==> src/rtl/feeder_pkg.sv <==
// Shared types and helpers for the systolic-array operand feeder.
// The read-address helper maps (step, element) of the stream onto the flat A|B buffer.
package feeder_pkg;

    typedef enum logic [3:0] {
        LOAD_S   = 4'b0001,
        STREAM_S = 4'b0010,
        WAIT_S   = 4'b0100,
        FLUSH_S  = 4'b1000
    } state_e;

    // Buffer layout: A row-major at [0, h*k), B row-major at [h*k, h*k+k*w).
    // Elements 0..w-1 of a step are B[step][*], the rest are A[*][step].
    function automatic int unsigned read_addr(
        input int unsigned step,
        input int unsigned element,
        input int unsigned h,
        input int unsigned w,
        input int unsigned k
    );
        int unsigned base;
        base = h * k;
        if (element < w) begin
            read_addr = base + step * w + element;
        end else begin
            read_addr = (element - w) * k + step;
        end
    endfunction

    // Bits needed to hold a counter whose largest value is terminal.
    function automatic int unsigned cnt_bits(input int unsigned terminal);
        cnt_bits = (terminal < 1) ? 1 : $clog2(terminal + 1);
    endfunction

endpackage

==> src/rtl/operand_buffer.sv <==
// Flat operand store: one synchronous write port and one registered read port.
// A same-cycle write to the address being read is forwarded to the read register.
module operand_buffer
    import feeder_pkg::*;
#(
    parameter int width_p  = 32,
    parameter int words_p  = 8,
    parameter int addr_w_p = 3
) (
    input  logic                clk_i,
    input  logic                reset_ni,
    input  logic                en_i,
    input  logic                wr_en_i,
    input  logic [addr_w_p-1:0] wr_addr_i,
    input  logic [width_p-1:0]  wr_data_i,
    input  logic                rd_en_i,
    input  logic [addr_w_p-1:0] rd_addr_i,
    output logic [width_p-1:0]  rd_data_o
);

    logic [width_p-1:0] mem_q [words_p];
    logic [width_p-1:0] rd_data_q;
    logic               fwd;

    assign fwd = wr_en_i && (wr_addr_i == rd_addr_i);

    always_ff @(posedge clk_i) begin
        if (en_i && wr_en_i) begin
            mem_q[wr_addr_i] <= wr_data_i;
        end
    end

    always_ff @(posedge clk_i or negedge reset_ni) begin
        if (!reset_ni) begin
            rd_data_q <= '0;
        end else if (en_i && rd_en_i) begin
            rd_data_q <= fwd ? wr_data_i : mem_q[rd_addr_i];
        end
    end

    assign rd_data_o = rd_data_q;

endmodule

==> src/rtl/matrix_feeder.sv <==
// Buffers operand matrices A and B, streams them to the systolic-array driver
// one word per step element, waits a drain time, then pulses the driver's flush.
module matrix_feeder
    import feeder_pkg::*;
#(
    parameter int width_p        = 32,
    parameter int array_width_p  = 2,
    parameter int array_height_p = 2,
    parameter int depth_p        = 2,
    parameter int drain_cycles_p = 8
) (
    input  logic               clk_i,
    input  logic               reset_ni,
    input  logic               en_i,
    output logic               ready_o,
    input  logic               valid_i,
    input  logic [width_p-1:0] data_i,
    output logic               valid_o,
    input  logic               ready_i,
    output logic [width_p-1:0] data_o,
    output logic               flush_o,
    output logic               busy_o
);

    localparam int unsigned WORDS    = array_height_p * depth_p + depth_p * array_width_p;
    localparam int unsigned STEP_LEN = array_width_p + array_height_p;
    localparam int unsigned LOAD_W   = cnt_bits(WORDS - 1);
    localparam int unsigned ADDR_W   = LOAD_W;
    localparam int unsigned ELEM_W   = cnt_bits(STEP_LEN - 1);
    localparam int unsigned STEP_W   = cnt_bits(depth_p - 1);
    localparam int unsigned DRAIN_W  = cnt_bits(drain_cycles_p - 1);

    localparam logic [LOAD_W-1:0]  LOAD_LAST  = LOAD_W'(WORDS - 1);
    localparam logic [ELEM_W-1:0]  ELEM_LAST  = ELEM_W'(STEP_LEN - 1);
    localparam logic [STEP_W-1:0]  STEP_LAST  = STEP_W'(depth_p - 1);
    localparam logic [DRAIN_W-1:0] DRAIN_LAST = DRAIN_W'(drain_cycles_p - 1);

    state_e              state_q, state_d;
    logic [LOAD_W-1:0]   load_cnt_q, load_cnt_d;
    logic [STEP_W-1:0]   step_q, step_d;
    logic [ELEM_W-1:0]   elem_q, elem_d;
    logic [DRAIN_W-1:0]  drain_q, drain_d;
    logic                load_xfer;
    logic [ADDR_W-1:0]   rd_addr;
    logic [width_p-1:0]  rd_data;

    always_ff @(posedge clk_i or negedge reset_ni) begin
        if (!reset_ni) begin
            state_q    <= LOAD_S;
            load_cnt_q <= '0;
            step_q     <= '0;
            elem_q     <= '0;
            drain_q    <= '0;
        end else if (en_i) begin
            state_q    <= state_d;
            load_cnt_q <= load_cnt_d;
            step_q     <= step_d;
            elem_q     <= elem_d;
            drain_q    <= drain_d;
        end
    end

    always_comb begin
        state_d    = state_q;
        load_cnt_d = load_cnt_q;
        step_d     = step_q;
        elem_d     = elem_q;
        drain_d    = drain_q;
        ready_o    = 1'b0;
        valid_o    = 1'b0;
        flush_o    = 1'b0;
        load_xfer  = 1'b0;
        unique case (state_q)
            LOAD_S: begin
                ready_o   = 1'b1;
                load_xfer = valid_i && en_i;
                if (load_xfer) begin
                    if (load_cnt_q == LOAD_LAST) begin
                        load_cnt_d = '0;
                        state_d    = STREAM_S;
                    end else begin
                        load_cnt_d = load_cnt_q + LOAD_W'(1);
                    end
                end
            end
            STREAM_S: begin
                valid_o = 1'b1;
                if (ready_i && en_i) begin
                    if (elem_q == ELEM_LAST) begin
                        elem_d = '0;
                        if (step_q == STEP_LAST) begin
                            step_d  = '0;
                            state_d = WAIT_S;
                        end else begin
                            step_d = step_q + STEP_W'(1);
                        end
                    end else begin
                        elem_d = elem_q + ELEM_W'(1);
                    end
                end
            end
            WAIT_S: begin
                if (drain_q == DRAIN_LAST) begin
                    drain_d = '0;
                    state_d = FLUSH_S;
                end else begin
                    drain_d = drain_q + DRAIN_W'(1);
                end
            end
            FLUSH_S: begin
                flush_o = en_i;
                state_d = LOAD_S;
            end
            default: begin
                state_d = LOAD_S;
            end
        endcase
    end

    // Read from the address the counters will hold after this edge, so the
    // registered word is already in place when the counter points at it.
    assign rd_addr = ADDR_W'(read_addr(32'(step_d), 32'(elem_d), array_height_p,
                                       array_width_p, depth_p));

    operand_buffer #(
        .width_p  (width_p),
        .words_p  (WORDS),
        .addr_w_p (ADDR_W)
    ) u_buffer (
        .clk_i     (clk_i),
        .reset_ni  (reset_ni),
        .en_i      (en_i),
        .wr_en_i   (load_xfer),
        .wr_addr_i (load_cnt_q),
        .wr_data_i (data_i),
        .rd_en_i   (1'b1),
        .rd_addr_i (rd_addr),
        .rd_data_o (rd_data)
    );

    assign data_o = valid_o ? rd_data : '0;
    assign busy_o = !((state_q == LOAD_S) && (load_cnt_q == '0));

endmodule

==> config.mk <==
export PLATFORM = sky130hd
export DESIGN_NAME = matrix_feeder
export DESIGN_NICKNAME = d
export VERILOG_FILES = /design/src/rtl/feeder_pkg.sv /design/src/rtl/operand_buffer.sv /design/src/rtl/matrix_feeder.sv
export SDC_FILE = /design/constraint.sdc
export NUM_CORES = 1
export LEC_CHECK = 0
export CAP_MARGIN = 15
export CORE_UTILIZATION = 33
export CTS_CLUSTER_DIAMETER = 120
export DETAILED_ROUTE_END_ITERATION = 8
export PLACE_DENSITY = 0.59
export SYNTH_ARGS = -nofsm -noshare
export SYNTH_HDL_FRONTEND = slang
export SYNTH_SLANG_ARGS = --single-unit
==> constraint.sdc <==
create_clock -name clk_i -period 6.6 [get_ports clk_i]
set_input_delay 1.32 -clock clk_i [delete_from_list [all_inputs] [get_ports clk_i]]
set_output_delay 1.32 -clock clk_i [all_outputs]
set_load 0.005 [all_outputs]
=== Yosys cells after proc, flatten, opt, wreduce, memory -nomap -nowiden ===
Memory sizes are Yosys's and may differ from the RTL's. A register that Yosys moved wholly into a read port is not among the register bits.
Cells that the tools add are included.

* Input port bits: 37
* Logic and storage cells: 62
* Memories kept: 1
* Output and inout port bits: 36
* Bits in registers: 13
* Bits in writable memories: 256

* Order comparisons: 1
* Mux-type cells: 24
* Add/sub/neg operators: 8
* Reductions and logical operators: 10
* Equality and inequality tests: 13

{| class="wikitable"
|+ Memory list
! name !! words !! width !! read ports !! clocked after Yosys merged registers in !! write ports !! line !! RTL
|-
| u_buffer.mem_q || 8 || 32 || 1 || 1 || 1 || operand_buffer.sv:21 || <nowiki>logic [width_p-1:0] mem_q [words_p];</nowiki>
|}

{| class="wikitable"
|+ Operators by type and width
! cell !! number
|-
| 32-bit two-way mux || 1
|-
| 4-bit two-way mux || 6
|-
| 2-bit != test, second input constant || 6
|-
| 4-bit case mux with 3 select lines || 1
|-
| 1-bit two-way mux || 10
|-
| 3-bit two-way mux || 3
|-
| 7-bit AND reduction || 1
|-
| 3-bit by 1-bit adder with 3-bit output, second input constant || 2
|-
| 3-bit by 2-bit adder with 3-bit output || 2
|-
| 3-bit equality test, second input constant || 2
|-
| 2-bit two-way mux || 3
|-
| 4-bit by 1-bit equality test with 1-bit output, second input constant || 1
|-
| 4-bit by 2-bit equality test with 1-bit output, second input constant || 1
|-
| 4-bit by 3-bit equality test with 1-bit output, second input constant || 1
|-
| 4-bit equality test, second input constant || 1
|-
| 1-bit logical AND || 4
|-
| 3-bit by 2-bit adder with 3-bit output, first input constant || 1
|-
| 3-bit zero test || 1
|-
| 3-bit AND reduction || 1
|-
| 2-bit by 1-bit adder with 2-bit output, second input constant || 1
|-
| 2-bit equality test, second input constant || 1
|-
| 1-bit zero test || 2
|-
| 2-bit < comparator, second input constant || 1
|-
| 2-bit AND reduction || 1
|-
| other kinds (2) || 2
|}

=== Longest topological paths before layout ===
Gate-level depths: netlist of the first run.

* Depth in word-level cells: 8
* Gate-level depth with buffers: 11

=== Modules after synthesis ===
Synthesis of the first run repeated with hierarchy kept, for this count alone.

* Cells, all modules: 640
* Area total of the unflattened synthesis: 12075.3 µm²

{| class="wikitable"
|+ Modules (own cells, without submodules)
! module !! cells an instance !! instances !! sequential area each (µm²) !! area an instance (µm²)
|-
| operand_buffer || 526 || 1 || 8488.1 || 11043.1
|-
| matrix_feeder || 114 || 1 || 326.6 || 1032.2
|}

=== Least setup slack after synthesis of the first run ===
OpenSTA, ideal clock, no wires.

* Path type: input to register
* Start: input port en_i
* End: memory u_buffer.mem_q[0][0] (enable)
* Setup slack: 1.210 ns
* Arrival: 4.888 ns
* Stages on the path: 3
* Required time: 6.098 ns
* Library setup time: 0.502 ns
* Buffers on the path: 1
* Cell sequence: clkbuf_1 nand3_1 nor4_1

* Cells in the longest elaborated chain, start to end: 5

{| class="wikitable"
|+ RTL lines
! item !! line !! RTL
|-
| from (decl) || matrix_feeder.sv:14 || <nowiki>input logic en_i,</nowiki>
|-
| 1-bit logical AND || matrix_feeder.sv:76 || <nowiki>load_xfer = valid_i && en_i;</nowiki>
|-
| 1-bit two-way mux || matrix_feeder.sv:73 || <nowiki>unique case (state_q)</nowiki>
|-
| 1-bit logical AND * || operand_buffer.sv:28 || <nowiki>if (en_i && wr_en_i) begin</nowiki>
|-
| 1-bit two-way mux * || operand_buffer.sv:28 ||
|-
| 1-bit two-way mux (implied by the code) * || operand_buffer.sv:29 || <nowiki>mem_q[wr_addr_i] <= wr_data_i;</nowiki>
|-
| to (decl) || operand_buffer.sv:21 ||
|}

Mark *: on every way between the ends. The rest lies on a longest branch, timed or not.

=== Worst setup path in the final report of the first run ===
* Start: register state_q[3]
* End: output port data_o[16]

* Cells in the longest elaborated chain, start to end: 3

{| class="wikitable"
|+ RTL lines
! item !! line !! RTL
|-
| from (decl) || matrix_feeder.sv:38 || <nowiki>state_e state_q, state_d;</nowiki>
|-
| from (signal assigned) || matrix_feeder.sv:55 || <nowiki>state_q <= state_d;</nowiki>
|-
| 4-bit by 2-bit equality test with 1-bit output || matrix_feeder.sv:73 ||
|-
| 1-bit two-way mux || matrix_feeder.sv:73 ||
|-
| 32-bit two-way mux || matrix_feeder.sv:141 || <nowiki>assign data_o = valid_o ? rd_data : '0;</nowiki>
|-
| to (decl) || matrix_feeder.sv:20 || <nowiki>output logic [width_p-1:0] data_o,</nowiki>
|}

Every way passes these cells.

==> results of run 1 <==
==> layout by cell type (no fill, tap or decap), drive strengths merged, types with 19 or more instances in the layout <==
| cell type | instances |
|---|---|
| a22oi | 30 |
| edfxtp | 256 |
| dfrtp | 44 |
| mux2i | 34 |
| nor3 | 55 |
| nand3 | 21 |
| clkdlybuf4s50 | 70 |
| a21oi | 37 |
| nor4 | 26 |
| nor2b | 19 |
| clkbuf | 40 |
| nor2 | 27 |
| nand2 | 116 |
| or3 | 19 |
| and2 | 35 |
| buf | 26 |
==> stage by stage <==
step,setup WS [ns],cell area [sq um],cells,util
floorplan,1.210,13880,1050,-
global route,2.195,16180,1656,0.3926
global placement,1.960,15130,1598,0.3671
detailed placement,1.766,15130,1598,0.3671
finish,2.382,16180,1656,0.3926
CTS,2.335,16170,1655,0.3923
==> area by class of cell <==
| cell class | instances | area, sq um | area share |
|---|---|---|---|
| clock buffer | 40 | 869.6 | 0.05376 |
| clock inverter | 17 | 168.9 | 0.01044 |
| inverter | 5 | 23.77 | 0.001470 |
| multi-input combinational | 665 | 4713 | 0.2914 |
| sequential | 301 | 8816 | 0.5450 |
| tap | 532 | 665.6 | 0.04115 |
| timing repair buffer | 96 | 919.6 | 0.05685 |
==> worst min-delay path by stage <==
stage	to	from	cells after the start
after global routing	drain_q[1]$_DFFE_PN0P_	drain_q[1]$_DFFE_PN0P_	1
after global placement	drain_q[1]$_DFFE_PN0P_	drain_q[1]$_DFFE_PN0P_	1
after floorplan	drain_q[0]$_DFFE_PN0P_	drain_q[0]$_DFFE_PN0P_	1
final	drain_q[1]$_DFFE_PN0P_	drain_q[1]$_DFFE_PN0P_	1
after detailed placement	drain_q[1]$_DFFE_PN0P_	drain_q[1]$_DFFE_PN0P_	1
after CTS	drain_q[1]$_DFFE_PN0P_	drain_q[1]$_DFFE_PN0P_	1
==> power by group <==
part           switching (mW)  internal (mW)
registers               0.146           2.27
clock network           0.726           1.04
logic                    1.54          0.997
==> cells in the mapped netlist (all sizes together) (3+ instances only) <==
cell type	number	area [sq um]
o21ai	10	65.06
or2	18	112.6
nand4	16	100.1
a21oi	37	204.0
o22ai	16	100.1
a221o	18	180.2
nor3	55	280.3
nor3b	15	117.6
o211ai	4	50.05
a31oi	16	100.1
or3	19	118.9
o221a	16	180.2
dfrtp	44	1101
nor2b	19	118.9
inv	4	15.01
nor2	27	113.9
ha	6	75.07
o2111ai	9	96.35
mux2	5	56.30
o221ai	8	70.07
edfxtp	256	7687
mux2i	34	352.8
mux4	16	360.4
nor4	26	177.7
or3b	3	26.28
buf	36	236.5
clkbuf	43	161.4
a211oi	17	127.6
a22oi	30	225.2
nand2b	4	25.02
nand3b	3	22.52
nand3	21	105.1
and2	35	219.0
and3	18	113.9
nand2	116	440.4
a2111oi	15	193.9
==> flip-flops by register name, indices dropped and copies added, names as in the netlist <==
name / cells
drain_q: 3
elem_q: 2
load_cnt_q: 3
state_q: 4
step_q: 1
u_buffer.mem_q: 256
u_buffer.rd_data_o: 32
==> layer usage <==
layer / share of wire / track usage
met1: 0.44 / 0.2395
met2: 0.47 / 0.2838
met3: 0.066 / 0.02759
met4: 0.024 / 0.05224
met5: 0 / 0
==> worst max-delay path: stages (launching register included) <==
cell             delay (ns)
dfrtp_1                0.41
or4b_1                 0.77
clkinv_4               0.38
and2_1                 0.25
clkdlybuf4s50_1        0.52
==> cells by family after synthesis <==
group,share of synthesized area
XOR/XNOR,0.001262
buffers and inverters,0.03038
AND/OR/NAND/NOR,0.1527
adder cells (fa/ha/maj),0.005408
flip-flops,0.6350
multiplexers,0.05544
AO/OA/AOI/OAI,0.1198
==> flow_metrics.py, run 1 <==
metrics = {
    "clock_network": {
        "clk_pin_slew_ns": 0.06,
        "clock-sinks": 301,
        "insertion_delay_ns": 0.56,
        "ctsResizeCount": 0,
        "clockBufferDepth": 3,
        "cts_root_buf": "clkbuf_16",
        "cts_max_level": 1,
        "cts_buffers": 31,
        "cts_tree": "done",
        "postCtsSetupBuffers": 0,
        "cts_hold_buf": 0,
    },
    "timing": {
        "period_share": 0.6391,
        "clock-skew-final_ns": 0.01065,
        "holdWs_ns": 0.5107,
        "worstMarginPinSlew_ns": 1.121,
        "finalMaxSlewViolations": 0,
        "slew_headroom": 0.2485,
        "setup_tns_ns": 0,
        "hold_viol_final": 0,
        "fmax_ghz": 0.2371,
        "period_needed_ns": 4.218,
        "final-setup-viol-count": 0,
        "rsz0062_at_grt": "false",
    },
    "die": {
        "die_h_um": 207.1,
        "core-area_sq_um": 41200,
        "num_rows": 74,
        "die_w_um": 207.1,
        "dieArea_sq_um": 42890,
        "io_pins": 73,
        "initial_core_util": 0.3369,
    },
    "power": {
        "p_total_mw": 6.721,
        "leakage_nw": 5.369,
        "pwr_density_cell_nw_per_um2": 415.5,
        "peakVddDrop_mv": 0.3123,
    },
    "yosys": {
        "synth-seq-cells": 301,
        "synth.cell_area_sq_um": 13880,
        "ys_seq_area_frac": 0.6350,
        "syn-num-nets": 1093,
        "synth_area_per_cell_sq_um": 13.22,
        "synth_edf_count": 256,
        "synth_flop_cell": "edfxtp_1",
        "synth_cells": 1050,
        "synth.distinct_cells": 69,
        "synth-async-reset-ratio": 0.1495,
        "synth_warnings": 0,
    },
    "worst_setup_path": {
        "endpoint": "data_o[16]",
        "reg2reg_to": "u_buffer.rd_data_o[11]$_DFFE_PN0P_",
        "worstPathRequired_ns": 5.28,
        "startpoint": "state_q[3]$_DFFE_PN0P_",
        "cp_max_fo": 45,
        "critPathArrivalTime_ns": 2.90,
        "path_class": "flip-flop to primary output",
        "start_kind": "flip-flop",
        "r2r-start": "elem_q[1]$_DFFE_PN0P_",
        "reg2reg_depth": 8,
        "ff2ff_setup_slack_ns": 2.57,
        "critPathCaptureType": "primary output",
    },
    "placement": {
        "place_congestion": 0.7844,
        "hpwl_um": 22140,
        "io_buffer_count": 72,
    },
    "layout": {
        "n_fill_cell": 3760,
        "area_growth_syn_to_layout_pct": 16.54,
        "nNetsFinal": 1143,
        "drive_gt1_frac": 0.1504,
        "n_antenna_cell": 0,
    },
    "outcome": {
        "violations": "design-rule violations",
        "status": "complete, but fails checks",
    },
    "worst_hold_path": {
        "min_path_type": "flip-flop to flip-flop",
    },
    "grt": {
        "grt_pass1_wl_um": 57210,
        "grt_max_degree": 48,
        "grt-ovfl-total": 0,
        "antenna_found_initial": 0,
        "grt_use_total": 0.1742,
        "grt_pass1_vias": 9228,
    },
    "route": {
        "drtPass1Iterations": 7,
        "detail-route-antenna-nets": 0,
        "routed_via_density": 5.609,
        "drcViolationCount": 5,
        "vias": 9288,
        "drt-wirelength-per-cell_um": 22.65,
        "wirelength_um": 37510,
        "first_iter_violations": 906,
    },
    "run": {
        "cap_violations": 0,
    },
}
(Power assumes the default switching activity.)
==> run 2: changes to the inputs <==
==> constraint.sdc (replaced) <==
create_clock -name clk_i -period 4.3 [get_ports clk_i]
set_input_delay 0.86 -clock clk_i [delete_from_list [all_inputs] [get_ports clk_i]]
set_output_delay 0.86 -clock clk_i [all_outputs]
set_load 0.005 [all_outputs]
==> flow_metrics.py, run 2 (synthesis results as in run 1) <==
metrics = {
    "outcome": {
        "status": "complete, but fails checks",
        "violations": "design-rule violations",
    },
    "layout": {
        "layout_commonest_cell": "edfxtp_1",
        "n_antenna_cell": 0,
        "largest_register_ffs": 256,
        "nNetsFinal": 1154,
        "most-common-layout-cells": "edfxtp_1, nand2_1, clkdlybuf4s50_1, nor3_1, dfrtp_1",
        "drive_gt1_frac": 0.1604,
        "fin_util": 0.3948,
        "area_growth_syn_to_layout_pct": 17.20,
        "top_register": "u_buffer.mem_q",
        "finalInstanceArea_sq_um": 16270,
    },
    "power": {
        "p_clk_frac": 0.263,
        "power_frac_comb": 0.377,
        "leakage_nw": 5.426,
        "internal-power_mw": 6.653,
        "pwr_density_cell_nw_per_um2": 638.7,
        "p_switching_mw": 3.737,
        "switching_share": 0.3597,
        "peakVddDrop_mv": 0.3475,
        "seq_power_share": 0.360,
    },
    "die": {
        "io_pins": 73,
        "num_rows": 74,
        "initial_core_util": 0.3369,
        "dieArea_sq_um": 42890,
        "die_w_um": 207.1,
        "core-area_sq_um": 41200,
        "die_h_um": 207.1,
    },
    "timing": {
        "rsz0062_at_grt": "false",
        "slew_headroom": 0.2679,
        "finalMaxSlewViolations": 0,
        "setup_ws_ns": 0.5874,
        "period_needed_ns": 3.713,
        "final-setup-viol-count": 0,
        "clock-skew-final_ns": 0.01322,
        "worstMarginPinSlew_ns": 1.097,
        "fmax_ghz": 0.2694,
        "hold_viol_final": 0,
        "holdWs_ns": 0.3736,
        "setup_tns_ns": 0,
        "period_share": 0.8634,
    },
    "clock_network": {
        "clk_pin_slew_ns": 0.07,
        "cts_root_buf": "clkbuf_16",
        "cts_hold_buf": 0,
        "clock-sinks": 301,
        "ctsResizeCount": 0,
        "cts_tree": "done",
        "clockBufferDepth": 3,
        "cts_max_level": 1,
        "insertion_delay_ns": 0.56,
        "cts_buffers": 31,
        "postCtsSetupBuffers": 0,
    },
    "worst_setup_path": {
        "start_kind": "flip-flop",
        "cp_max_fo": 45,
        "path_class": "flip-flop to primary output",
        "critPathArrivalTime_ns": 2.85,
        "critPathCaptureType": "primary output",
        "worstPathRequired_ns": 3.44,
    },
    "grt": {
        "grt_use_total": 0.1727,
        "grt_pass1_wl_um": 57430,
        "antenna_found_initial": 0,
        "grt_pass1_vias": 9236,
        "grt_max_degree": 48,
        "grt-ovfl-total": 0,
    },
    "route": {
        "wirelength_um": 37860,
        "vias": 9386,
        "detail-route-antenna-nets": 0,
        "drt-wirelength-per-cell_um": 22.71,
        "drtPass1Iterations": 7,
        "first_iter_violations": 815,
        "drcViolationCount": 3,
        "routed_via_density": 5.630,
    },
    "placement": {
        "io_buffer_count": 72,
        "pre_cts_slack_ns": 0.5275,
        "place_congestion": 0.8140,
        "dpl-instance-area_sq_um": 15230,
        "hpwl_um": 22930,
    },
    "worst_hold_path": {
        "min_path_type": "primary input to asynchronous set/reset pin",
    },
    "run": {
        "cap_violations": 0,
    },
}
[run 2: power groups by stage]
stage	logic, mW	registers, mW	clock network [mW]
floorplan	2.76	3.63	0
global placement	3.83	3.80	0
detailed placement	3.89	3.79	0
CTS	3.91	3.74	2.78
global route	4.22	3.77	2.90
finish	3.91	3.74	2.74
[run 2: worst paths after layout]
check | start | end | slack (ns) | cells past startpoint
max in group asynchronous | reset_ni | u_buffer.rd_data_o[4]$_DFFE_PN0P_ | 3.09 | 2
min | reset_ni | u_buffer.rd_data_o[24]$_DFFE_PN0P_ | 0.37 | 1
max | state_q[3]$_DFFE_PN0P_ | data_o[26] | 0.59 | 4
min reg2reg | drain_q[1]$_DFFE_PN0P_ | drain_q[1]$_DFFE_PN0P_ | 0.51 | 1
max reg2reg | state_q[3]$_DFFE_PN0P_ | u_buffer.rd_data_o[4]$_DFFE_PN0P_ | 0.74 | 7
min in group clk_i | drain_q[1]$_DFFE_PN0P_ | drain_q[1]$_DFFE_PN0P_ | 0.51 | 1
[run 2: critical path, cell delays in order, from the launching register on]
cell             delay, ns
dfrtp_1               0.42
or4b_1                0.75
clkinv_4              0.38
and2_1                0.22
clkdlybuf4s50_1       0.51
[run 2: layout make-up]
class                   count  area [sq um]
clock inverters            16         167.7
well taps                 532         665.6
repair buffers            107         998.5
multi-input cells         665          4723
flip-flops and latches    301          8816
inverters                   5         23.77
fillers                  3840         24930
clock buffers              41         873.3
[run 2: metrics by stage]
step	power [mW]	std cells
after floorplan	6.397	1050
after global placement	7.635	1610
after detailed placement	7.688	1610
after CTS	10.43	1667
after global routing	10.89	1667
final	10.39	1667
[run 2: layer usage]
metal | vias to the layer above | global-route usage | part of all wire
met1 | 4703 | 0.2392 | 0.44
met4 | 0 | 0.04195 | 0.018
met3 | 69 | 0.02411 | 0.066
met2 | 359 | 0.2860 | 0.48
li1 | 4255 | - | -
met5 | - | 0 | 0
==> edit: new RTL, flow settings as in run 1 <==
Compare `load_cnt_q` against `LOAD_LAST` with >= in place of ==.
--- a/src/rtl/matrix_feeder.sv
+++ b/src/rtl/matrix_feeder.sv
@@ -76,5 +76,5 @@
                 load_xfer = valid_i && en_i;
                 if (load_xfer) begin
-                    if (load_cnt_q == LOAD_LAST) begin
+                    if (load_cnt_q >= LOAD_LAST) begin
                         load_cnt_d = '0;
                         state_d    = STREAM_S;
Check against the original RTL: no difference found for any inputs over 4 cycles, from zero or initial values and one cycle with reset_ni low; that may be too few to reach the edited logic, so the function may still have changed.
==> edit against run 1 <==
Routed wire length up 1.9%. Area after synthesis down 1.3%. Power about the same. Critical endpoint is now u_buffer.rd_data_o[23]$_DFFE_PN0P_. Combinational power down 5%. Final area down 0.10%. First-iteration DRC count down 17%. Sequential cell count unchanged. Setup slack worse by 190 ps. Sequential power up 2%. Synthesized cell count down 2.7%.
==> edit: results <==
[logic_synthesis]
synth.distinct_cells = 62
yosys-top-cells-area = "edfxtp_1 (56%), dfrtp_1 (8.0%), mux2i_1 (4.8%)"
synth_edf_count = 256
synth_common_cells = "edfxtp_1 (256), nand2_1 (77), mux2i_1 (66)"
ys_async_sr_fraction_pct = 15.0
ys_warn_count = 0
ys_seq_area_share_pct = 64.4

[global_route]
grt_start_max_net_pins = 47
grt_overflow = 0
grt_pass1_wl_um = 57100
antenna_found_initial = 0
track_usage_pct = 18.0
grtUsageMet1_pct = 24.2
use_met2_pct = 29.9
globalRouteMet3Util_pct = 2.39

[place]
pre_cts_ws_ps = 1780
place.gp.congestion = 0.807
port_buffers = 72
dpl-instance-area_sq_um = 15100
place_hpwl_um = 22100

[cells_and_area]
diodes = 0
nNetsFinal = 1125
fill_cells = 3792
largest_reg_flops = 256
drive_gt1_share_pct = 13.9
top_register = "u_buffer.mem_q"

[route]
routed_wl_um = 38200
vias = 9304
drtIter0Drc = 753
dr.pass1.iters = 5

[clock_tree]
cts_setup_buffers = 0
htree_levels = 2
clk_path_buf_depth = 3
cts-resized-gates = 0
clkTransAtPathRegs_ps = 60
clock_latency_ps = 520
cts-buffers-inserted = 34
clock-root-buffer = "clkbuf_16"

[worst_setup_path]
arrival_ps = 4820
worst-r2r-setup-slack_ps = 2190
cp_max_fo = 32

[run_status]
status = "complete, no violations"

[sta]
max_freq_mhz = 227
worstMarginPinSlew_ps = 1040
skew_ps = 22.1
hold_viol = 0
whs_ps = 512

[pwr]
p_leak_nw = 5.71
ir_worst_vdd_uv = 179

[worst_hold_path]
hp-class = "flip-flop to flip-flop"
[edit: cell count changes after synthesis, sizes merged, moves of 20 or more]
cell   change
a21oi     +20
a32oi     +31
mux2      +33
mux2i     +32
nand2     -39
nor3      -45
o21ai     +30
[edit: worst paths after layout]
| path | from | end | depth (start not counted) |
|---|---|---|---|
| setup / recovery | elem_q[0]$_DFFE_PN0P_ | u_buffer.rd_data_o[23]$_DFFE_PN0P_ | 7 |
| setup reg to reg | elem_q[0]$_DFFE_PN0P_ | u_buffer.rd_data_o[23]$_DFFE_PN0P_ | 7 |
| hold / removal | drain_q[1]$_DFFE_PN0P_ | drain_q[1]$_DFFE_PN0P_ | 1 |
| max in group asynchronous | reset_ni | u_buffer.rd_data_o[16]$_DFFE_PN0P_ | 2 |
| min in group asynchronous | reset_ni | u_buffer.rd_data_o[23]$_DFFE_PN0P_ | 2 |
| hold reg to reg | drain_q[1]$_DFFE_PN0P_ | drain_q[1]$_DFFE_PN0P_ | 1 |
[edit: worst max-delay path, stage by stage (launching register included)]
cell	delay, ps
dfrtp_1	780
ha_1	600
xor2_1	670
a2111o_1	330
and2_2	870
a211oi_1	170
or4_1	580
a221oi_1	320
[edit: cell type report]
class | count | area share, %
Sequential cell | 301 | 54.5
Multi-Input combinational cell | 622 | 28.2
Clock buffer | 47 | 5.88
Timing Repair Buffer | 101 | 5.77
Tap cell | 532 | 4.12
Clock inverter | 14 | 0.921
Inverter | 22 | 0.542
[edit: logic make-up (layout without fill, tap and decap cells)]
family                   after synthesis  after routing  synth area share [%]
flip-flops                           301            301                  64.4
XOR/XNOR                               3              3                 0.192
multiplexers                         105            105                  8.11
adder cells (fa/ha/maj)                6              6                 0.548
buffers and inverters                 99            184                  3.26
AND/OR/NAND/NOR                      219            219                  8.31
AO/OA/AOI/OAI                        289            289                  15.2
[edit: routing by layer]
| metal | part of all wire [%] | vias to the layer above | wire, um |
|---|---|---|---|
| li1 | - | 4152 | - |
| met1 | 44 | 4740 | 16800 |
| met2 | 48 | 340 | 18300 |
| met3 | 5.3 | 72 | 2040 |
| met4 | 2.8 | 0 | 1060 |
| met5 | 0 | - | 0 |
[edit: power by group]
group	total, W	switching [W]	internal, W
Sequential	0.00245	0.000182	0.00227
Clock	0.00185	0.000752	0.00110
Combinational	0.00242	0.00143	0.000993
Total	0.00672	0.00236	0.00436
[edit: metrics by stage]
stage / util (%) / instances / total power (W)
after floorplan: - / 1022 / 0.00407
after global placement: 36.8 / 1577 / 0.00485
after detailed placement: 36.8 / 1578 / 0.00489
after CTS: 39.5 / 1639 / 0.00675
after global routing: 39.5 / 1639 / 0.00704
final: 39.5 / 1639 / 0.00672
